--- src/rtl/life_gen_if.sv ---
// Control/status bundle between the generation scheduler and its producer/PE side.
// With STILL_LIFE_HALT_EN defined the bundle also carries the halted status bit.
interface life_gen_if;
    logic        frame_tick;
    logic        run;
    logic        step_btn;
    logic        load_req;
    logic [3:0]  pe_done;
    logic [63:0] alive_in;
    logic        pe_step;
    logic        pe_load;
    logic [63:0] alive_prev;
    logic [15:0] gen_count;
    logic        busy;
    logic        timeout_err;
`ifdef STILL_LIFE_HALT_EN
    logic        halted;
`endif

    modport slave (
        input  frame_tick, run, step_btn, load_req, pe_done, alive_in,
        output pe_step, pe_load, alive_prev, gen_count, busy, timeout_err
`ifdef STILL_LIFE_HALT_EN
        , output halted
`endif
    );

    modport master (
        output frame_tick, run, step_btn, load_req, pe_done, alive_in,
        input  pe_step, pe_load, alive_prev, gen_count, busy, timeout_err
`ifdef STILL_LIFE_HALT_EN
        , input halted
`endif
    );
endinterface

--- src/rtl/life_gen_scheduler.sv ---
// Frame-paced Game-of-Life generation scheduler for four PE arrays (run/step/load, timeout).
// Optional macro STILL_LIFE_HALT_EN: stop run mode once a step leaves the board unchanged.
module life_gen_scheduler #(
    parameter int FRAMES_PER_GEN = 30,
    parameter int TIMEOUT_CYCLES = 1024,
    parameter int NUM_ARRAYS     = 4
) (
    input  logic      clk,
    input  logic      rst,
    life_gen_if.slave bus
);
    localparam int TW = (TIMEOUT_CYCLES > 2) ? $clog2(TIMEOUT_CYCLES) : 1;
    localparam logic [7:0]            FRAME_LAST = 8'(FRAMES_PER_GEN - 1);
    localparam logic [TW-1:0]         TMO_LAST   = TW'(TIMEOUT_CYCLES - 1);
    localparam logic [NUM_ARRAYS-1:0] ALL_DONE   = '1;

    typedef enum logic [2:0] {IDLE, ARM, SNAP, WAIT_DONE, LOAD} state_e;

    state_e                state_q, state_d;
    logic                  single_q, single_d;
    logic [7:0]            frame_cnt_q, frame_cnt_d;
    logic [NUM_ARRAYS-1:0] done_mask_q, done_mask_d, done_now;
    logic [TW-1:0]         tmo_q, tmo_d;
    logic [15:0]           gen_count_q, gen_count_d;
    logic [63:0]           alive_prev_q, alive_prev_d;
    logic                  timeout_err_q, timeout_err_d;
    logic                  step_pending_q, step_pending_d;
    logic                  step_btn_q;
    logic                  pe_step_q, pe_load_q;
    logic                  pend_clr, step_edge, completed, run_blocked;

    assign step_edge = bus.step_btn & ~step_btn_q;
    assign done_now  = done_mask_q | bus.pe_done;

`ifdef STILL_LIFE_HALT_EN
    logic halted_q, run_q, chk_q;
    assign run_blocked = halted_q;
    assign bus.halted  = halted_q;

    // PE outputs are registered, so the post-step board is compared one cycle after completion.
    always_ff @(posedge clk) begin
        if (rst) begin
            halted_q <= 1'b0;
            run_q    <= 1'b0;
            chk_q    <= 1'b0;
        end else begin
            run_q <= bus.run;
            chk_q <= completed;
            if (state_q == LOAD || (run_q && !bus.run))
                halted_q <= 1'b0;
            else if (chk_q && bus.alive_in == alive_prev_q)
                halted_q <= 1'b1;
        end
    end
`else
    assign run_blocked = 1'b0;
`endif

    always_comb begin
        state_d       = state_q;
        single_d      = single_q;
        frame_cnt_d   = frame_cnt_q;
        done_mask_d   = done_mask_q;
        tmo_d         = tmo_q;
        gen_count_d   = gen_count_q;
        alive_prev_d  = alive_prev_q;
        timeout_err_d = timeout_err_q;
        pend_clr      = 1'b0;
        completed     = 1'b0;
        case (state_q)
            IDLE: begin
                if (bus.load_req) begin
                    state_d = LOAD;
                end else if (bus.run && !run_blocked) begin
                    state_d  = ARM;
                    single_d = 1'b0;
                end else if (step_pending_q) begin
                    state_d  = ARM;
                    single_d = 1'b1;
                    pend_clr = 1'b1;
                end
            end
            ARM: begin
                // Dropping run keeps frame_cnt so the cadence resumes where it left off.
                if (bus.load_req) begin
                    state_d = IDLE;
                end else if (!single_q && (!bus.run || run_blocked)) begin
                    state_d = IDLE;
                end else if (bus.frame_tick) begin
                    if (single_q) begin
                        state_d = SNAP;
                    end else if (frame_cnt_q == FRAME_LAST) begin
                        frame_cnt_d = 8'd0;
                        state_d     = SNAP;
                    end else begin
                        frame_cnt_d = frame_cnt_q + 8'd1;
                    end
                end
            end
            SNAP: begin
                alive_prev_d = bus.alive_in;
                done_mask_d  = '0;
                tmo_d        = '0;
                state_d      = WAIT_DONE;
            end
            WAIT_DONE: begin
                done_mask_d = done_now;
                if (done_now == ALL_DONE) begin
                    gen_count_d = gen_count_q + 16'd1;
                    completed   = 1'b1;
                    state_d     = IDLE;
                end else if (tmo_q == TMO_LAST) begin
                    timeout_err_d = 1'b1;
                    state_d       = IDLE;
                end else begin
                    tmo_d = tmo_q + 1'b1;
                end
            end
            LOAD: begin
                alive_prev_d  = '0;
                gen_count_d   = '0;
                frame_cnt_d   = '0;
                timeout_err_d = 1'b0;
                pend_clr      = 1'b1;
                state_d       = IDLE;
            end
            default: state_d = IDLE;
        endcase
        step_pending_d = (step_pending_q & ~pend_clr) | step_edge;
    end

    always_ff @(posedge clk) begin
        if (rst) begin
            state_q        <= IDLE;
            single_q       <= 1'b0;
            frame_cnt_q    <= '0;
            done_mask_q    <= '0;
            tmo_q          <= '0;
            gen_count_q    <= '0;
            alive_prev_q   <= '0;
            timeout_err_q  <= 1'b0;
            step_pending_q <= 1'b0;
            step_btn_q     <= 1'b0;
            pe_step_q      <= 1'b0;
            pe_load_q      <= 1'b0;
        end else begin
            state_q        <= state_d;
            single_q       <= single_d;
            frame_cnt_q    <= frame_cnt_d;
            done_mask_q    <= done_mask_d;
            tmo_q          <= tmo_d;
            gen_count_q    <= gen_count_d;
            alive_prev_q   <= alive_prev_d;
            timeout_err_q  <= timeout_err_d;
            step_pending_q <= step_pending_d;
            step_btn_q     <= bus.step_btn;
            pe_step_q      <= (state_d == SNAP);
            pe_load_q      <= (state_d == LOAD);
        end
    end

    assign bus.pe_step     = pe_step_q;
    assign bus.pe_load     = pe_load_q;
    assign bus.alive_prev  = alive_prev_q;
    assign bus.gen_count   = gen_count_q;
    assign bus.timeout_err = timeout_err_q;
    assign bus.busy        = (state_q != IDLE);
endmodule

--- src/flat_wrapper.sv ---
// flat-port wrapper written by rule: the top's interface ports become plain ports
module life_gen_scheduler_flat 
#(
    parameter int FRAMES_PER_GEN = 30,
    parameter int TIMEOUT_CYCLES = 1024,
    parameter int NUM_ARRAYS     = 4
)
  (clk, rst, bus_frame_tick, bus_run, bus_step_btn, bus_load_req, bus_pe_done, bus_alive_in, bus_pe_step, bus_pe_load, bus_alive_prev, bus_gen_count, bus_busy, bus_timeout_err);
  life_gen_if bus_i ();
  input  logic clk;
  input  logic rst;
  input wire logic [$bits(bus_i.frame_tick)-1:0] bus_frame_tick;
  input wire logic [$bits(bus_i.run)-1:0] bus_run;
  input wire logic [$bits(bus_i.step_btn)-1:0] bus_step_btn;
  input wire logic [$bits(bus_i.load_req)-1:0] bus_load_req;
  input wire logic [$bits(bus_i.pe_done)-1:0] bus_pe_done;
  input wire logic [$bits(bus_i.alive_in)-1:0] bus_alive_in;
  output wire logic [$bits(bus_i.pe_step)-1:0] bus_pe_step;
  output wire logic [$bits(bus_i.pe_load)-1:0] bus_pe_load;
  output wire logic [$bits(bus_i.alive_prev)-1:0] bus_alive_prev;
  output wire logic [$bits(bus_i.gen_count)-1:0] bus_gen_count;
  output wire logic [$bits(bus_i.busy)-1:0] bus_busy;
  output wire logic [$bits(bus_i.timeout_err)-1:0] bus_timeout_err;
  assign bus_i.frame_tick = bus_frame_tick;
  assign bus_i.run = bus_run;
  assign bus_i.step_btn = bus_step_btn;
  assign bus_i.load_req = bus_load_req;
  assign bus_i.pe_done = bus_pe_done;
  assign bus_i.alive_in = bus_alive_in;
  assign bus_pe_step = bus_i.pe_step;
  assign bus_pe_load = bus_i.pe_load;
  assign bus_alive_prev = bus_i.alive_prev;
  assign bus_gen_count = bus_i.gen_count;
  assign bus_busy = bus_i.busy;
  assign bus_timeout_err = bus_i.timeout_err;
  life_gen_scheduler #(.FRAMES_PER_GEN(FRAMES_PER_GEN), .TIMEOUT_CYCLES(TIMEOUT_CYCLES), .NUM_ARRAYS(NUM_ARRAYS)) u_core (.clk(clk), .rst(rst), .bus(bus_i));
endmodule
--- config.mk ---
export PLATFORM = sky130hd
export DESIGN_NAME = life_gen_scheduler_flat
export DESIGN_NICKNAME = d
export VERILOG_FILES = /design/src/rtl/life_gen_if.sv /design/src/rtl/life_gen_scheduler.sv /design/src/flat_wrapper.sv
export SDC_FILE = /design/constraint.sdc
export NUM_CORES = 1
export LEC_CHECK = 0
export ABC_CLOCK_PERIOD_IN_PS = 1750
export BUFFER_PORTS_ARGS = -buffer_cell sky130_fd_sc_hd__buf_2
export CORE_ASPECT_RATIO = 1.75
export CORE_UTILIZATION = 44
export DETAILED_ROUTE_END_ITERATION = 10
export GPL_ROUTABILITY_DRIVEN = 0
export GPL_TIMING_DRIVEN = 1
export PLACE_DENSITY = 0.75
export SYNTH_ARGS = -nofsm -noshare
export SYNTH_HDL_FRONTEND = slang
export SYNTH_SLANG_ARGS = --single-unit
--- constraint.sdc ---
create_clock -name clk -period 1.75 [get_ports clk]
set_input_delay 0.2625 -clock clk [delete_from_list [all_inputs] [get_ports clk]]
set_output_delay 0.2625 -clock clk [all_outputs]
set_load 0.01 [all_outputs]
==> reports/metrics.sh <==
MAXCLOCKFREQUENCY_MHz=597.5
GLOBAL_ROUTE_WIRE_LENGTH_BEFORE_REPAIR_MM=17.96
SLEW_VIOLATIONS=0
PIN_COUNT=158
CP-END-KIND='flop'
PLACEMENT.IO_BUFFERS=157
GRT_PASS1_VIAS=3865
CRIT_REQUIRED_NS=1.98
SYNTH_SEQ_CELLS=111
PERIOD_NEEDED_NS=1.674
CTS.ROOT.BUFFER_CELL='sky130_fd_sc_hd__clkbuf_16'
WORST_CLOCK_SKEW_NS=0.008732
RUN_STATUS='finished, final reports clean'
GRT_SETUP_UNREPAIRED='yes'
POSTCTSSETUPREPAIRBUFS=0
CRITICAL_PATH.STARTPOINT='u_core.tmo_q[0]'
TRANSITION_TIME_AT_THE_PIN_WITH_THE_LEAST_SLEW_MARGIN_NS=0.4476
DPL.CELL_COUNT=724
GRT.TOTAL_USAGE_PCT=21.84
WORSTREG2REGEND='u_core.tmo_q[1]'
YOSYSSEQAREASHARE_PCT=51.73
CORE.ROWCOUNT=47
DRT-INITIAL-DRC-COUNT=183
POST_ROUTE_CELLS_DRIVE_ABOVE_1_SHARE_PCT=34.47
HOLD_VIOLATIONS=0
CLOCK_TREE.HTREE_LEVEL_COUNT=3
HP-START='bus_alive_in[28]'
WORSTSETUPSTARTPOINTTYPE='flop'
DRT_DRC_VIOLATIONS_LEFT=0
TIMING.FINAL.CRIT_SHARE_PCT=95.64
GRT_TOTAL_OVFL=0
GRT_START_MAX_NET_PINS=65
TRITONCTS_CLOCK_TREE='built'
SETUP.REG_TO_REG.WORST_SLACK_NS=0.08
POWER.DENSITY_nW_PER_UM2=863.7
DP.FINAL_HPWL_MM=7.879
HOLD_CLASS='input port to flop'
FINAL_DESIGN_AREA_NO_FILL_UM2=5642
POST_SYNTH_NUM_CELL_TYPES=47
ENDPOINT_ARRIVAL_TIME_ON_THE_CRITICAL_PATH_NS=1.90
CP_MAX_FO=4
ANT_NETS=0
RR_WORST_DEPTH=6
CTS_INSERTED_BUFFERS=9
INITIAL_ANTENNA_VIOLATION_COUNT=1
DOMINANT_REGISTER_CELL_IN_THE_SYNTHESIZED_NETLIST='sky130_fd_sc_hd__dfxtp_1'
SYNTH-WARNING-COUNT=0
CTSLONGESTPATHBUFFERS=2
ASYNC_FLOP_SHARE_PCT=0
CHIPHEIGHT_UM=132.7
TOTALWIRELENGTH_MM=10.88
CRITPATHKIND='flop to flop'
SETUP_VIOL=0
CLOCK_INSERTION_DELAY_WORST_SKEW_NS=0.34
DESIGN.FINAL.NETS=691
SYNTHESIZED_AREA_UM2=4295
FINALNONFILLERCELLS=740
WL_PER_CELL_UM=14.70
INITIAL_UTILIZATION_PCT=45.37
PEAK_SUPPLY_DROP_V=0.0007197
CTS_SINKS=111
CLK_PIN_SLEW_WORST_PATHS_NS=0.07
DIE_WIDTH_UM=76.69
SETUP.WORST_PATH.END='u_core.tmo_q[1]'
REG2REG_FROM='u_core.tmo_q[0]'
CELL_COUNT_AFTER_SYNTHESIS=454
SYNTHESIS.AREA_PER_INSTANCE_UM2=9.461
TIMING.MAX_CAP.VIOLATIONS=0
POSTPLACECELLAREA_UM2=5306
SYNTH_EDF_COUNT=0
DETAILEDROUTE.FIRSTPASSITERATIONCOUNT=4
ROUTE.VIAS.TOTAL=3896
VIASPERCELL=5.265
FINALCOREUTILIZATION_PCT=59.59
SLEW-LIMIT-HEADROOM_PCT=70.06
POWER.LEAKAGE_uW=0.002500
NUM_ANTENNA_CELLS=0
MAPPEDNETLISTNETS=532
DIE-AREA_UM2=10180
CORE-AREA_UM2=9468
AREA.GROWTH.SYNTH_TO_FINAL_PCT=31.34
cell usage after synthesis, drive strengths merged (2+ instances only):
cell | count | area [um2]
o21a | 2 | 15.01
clkbuf | 10 | 37.54
nand3b | 2 | 15.01
buf | 18 | 92.59
and3 | 7 | 43.79
nand4 | 8 | 65.06
a22oi | 65 | 488.0
nand2b | 3 | 18.77
a21oi | 12 | 60.06
inv | 7 | 26.28
nand3 | 7 | 35.03
o211ai | 2 | 15.01
mux2i | 2 | 20.02
dfxtp | 111 | 2222
and2 | 5 | 31.28
o22ai | 2 | 12.51
xor2 | 15 | 131.4
nor2b | 2 | 12.51
nor2 | 106 | 397.9
nor4 | 5 | 52.55
or2 | 2 | 12.51
xnor2 | 13 | 113.9
and4 | 5 | 43.79
nor3b | 5 | 42.54
o21ai | 3 | 18.77
ha | 4 | 50.05
nand2 | 9 | 33.78
nor3 | 13 | 92.59
critical path: stages (launching register included):
cell	delay [ns]
sky130_fd_sc_hd__dfxtp_2	0.32
sky130_fd_sc_hd__ha_1	0.21
sky130_fd_sc_hd__and2_1	0.17
sky130_fd_sc_hd__and4_1	0.22
sky130_fd_sc_hd__or3b_4	0.40
sky130_fd_sc_hd__a22oi_1	0.18
sky130_fd_sc_hd__nor2_1	0.05
power by group:
| part | internal, uW | switching [uW] |
|---|---|---|
| logic | 105 | 143 |
| registers | 2530 | 11.0 |
| clock network | 1170 | 915 |
layout by cell type, fill, tap and decap left out, types with 4 or more instances in the layout:
master and instances:
sky130_fd_sc_hd__buf_2 157, sky130_fd_sc_hd__dfxtp_1 107, sky130_fd_sc_hd__nor2_1 106, sky130_fd_sc_hd__a22oi_1 65
sky130_fd_sc_hd__xor2_1 15, sky130_fd_sc_hd__buf_4 15, sky130_fd_sc_hd__xnor2_1 13, sky130_fd_sc_hd__a21oi_1 12
sky130_fd_sc_hd__nor3_1 9, sky130_fd_sc_hd__nand2_1 9, sky130_fd_sc_hd__clkbuf_16 9, sky130_fd_sc_hd__inv_1 7
sky130_fd_sc_hd__nand3_1 7, sky130_fd_sc_hd__nand4_1 7, sky130_fd_sc_hd__and3_1 7, sky130_fd_sc_hd__and4_1 5
sky130_fd_sc_hd__ha_1 4, sky130_fd_sc_hd__buf_12 4, sky130_fd_sc_hd__dfxtp_2 4
sequential cells by signal, summed over array words and instances (netlist names):
| register | cells |
|---|---|
| u_core.bus.pe_step | 1 |
| u_core.done_mask_q | 4 |
| u_core.bus.gen_count | 16 |
| u_core.bus.alive_prev | 64 |
| u_core.bus.timeout_err | 1 |
| u_core.state_q | 3 |
| u_core.single_q | 1 |
| u_core.step_pending_q | 1 |
| u_core.step_btn_q | 1 |
| u_core.tmo_q | 10 |
| u_core.bus.pe_load | 1 |
| u_core.frame_cnt_q | 8 |
timing repair:
item                                    4_1_cts  5_1_grt
endpoints found under the setup margin        0       70
resized for setup                             0        7
hold buffers                                  0        0
metrics by stage:
| stage | total power (uW) | TNS (ns) | hold slack, ns | worst slack (ns) |
|---|---|---|---|---|
| after floorplan | 2709 | 0 | 0.3839 | 0.01217 |
| after global placement | 2841 | 0 | 0.3968 | 0.1247 |
| after detailed placement | 2848 | 0 | 0.4095 | 0.05757 |
| after CTS | 4921 | 0 | 0.1408 | 0.05042 |
| after global routing | 5045 | -0.01496 | 0.1549 | -0.008448 |
| final | 4873 | 0 | 0.1501 | 0.07634 |
how the worst min path moves through the flow:
stage | end | slack (ns) | depth (start not counted)
6_report | u_core.bus.alive_prev[28] | 0.15 | 3
3_5_place_dp | u_core.step_pending_q | 0.41 | 1
4_1_cts | u_core.bus.alive_prev[28] | 0.14 | 3
2_1_floorplan | u_core.step_btn_q | 0.38 | 2
5_1_grt | u_core.bus.alive_prev[5] | 0.15 | 3
3_3_place_gp | u_core.step_pending_q | 0.40 | 1
cell families after synthesis:
group / count (synthesis) / share of synthesized area (%)
compound gates: 91 / 15.23
simple gates: 183 / 22.05
xor+xnor: 28 / 5.709
buf+inv: 35 / 3.641
flops: 111 / 51.73
fa+ha+maj: 4 / 1.165
mux: 2 / 0.4661
final cells by class:
class	instances	area, um2
Clock inverter	5	65.06
Clock buffer	11	242.7
Fill cell	841	3826
Sequential cell	111	2227
Multi-Input combinational cell	308	1949
Inverter	7	26.28
Timing Repair Buffer	176	978.4
Tap cell	122	152.6
metal layers:
layer	GRT usage (%)	wire length, um
met5	0	0
met4	8.761	225
met3	4.621	496
met2	40.48	6005
met1	23.58	4152
Power figures use the tool's default switching activity.
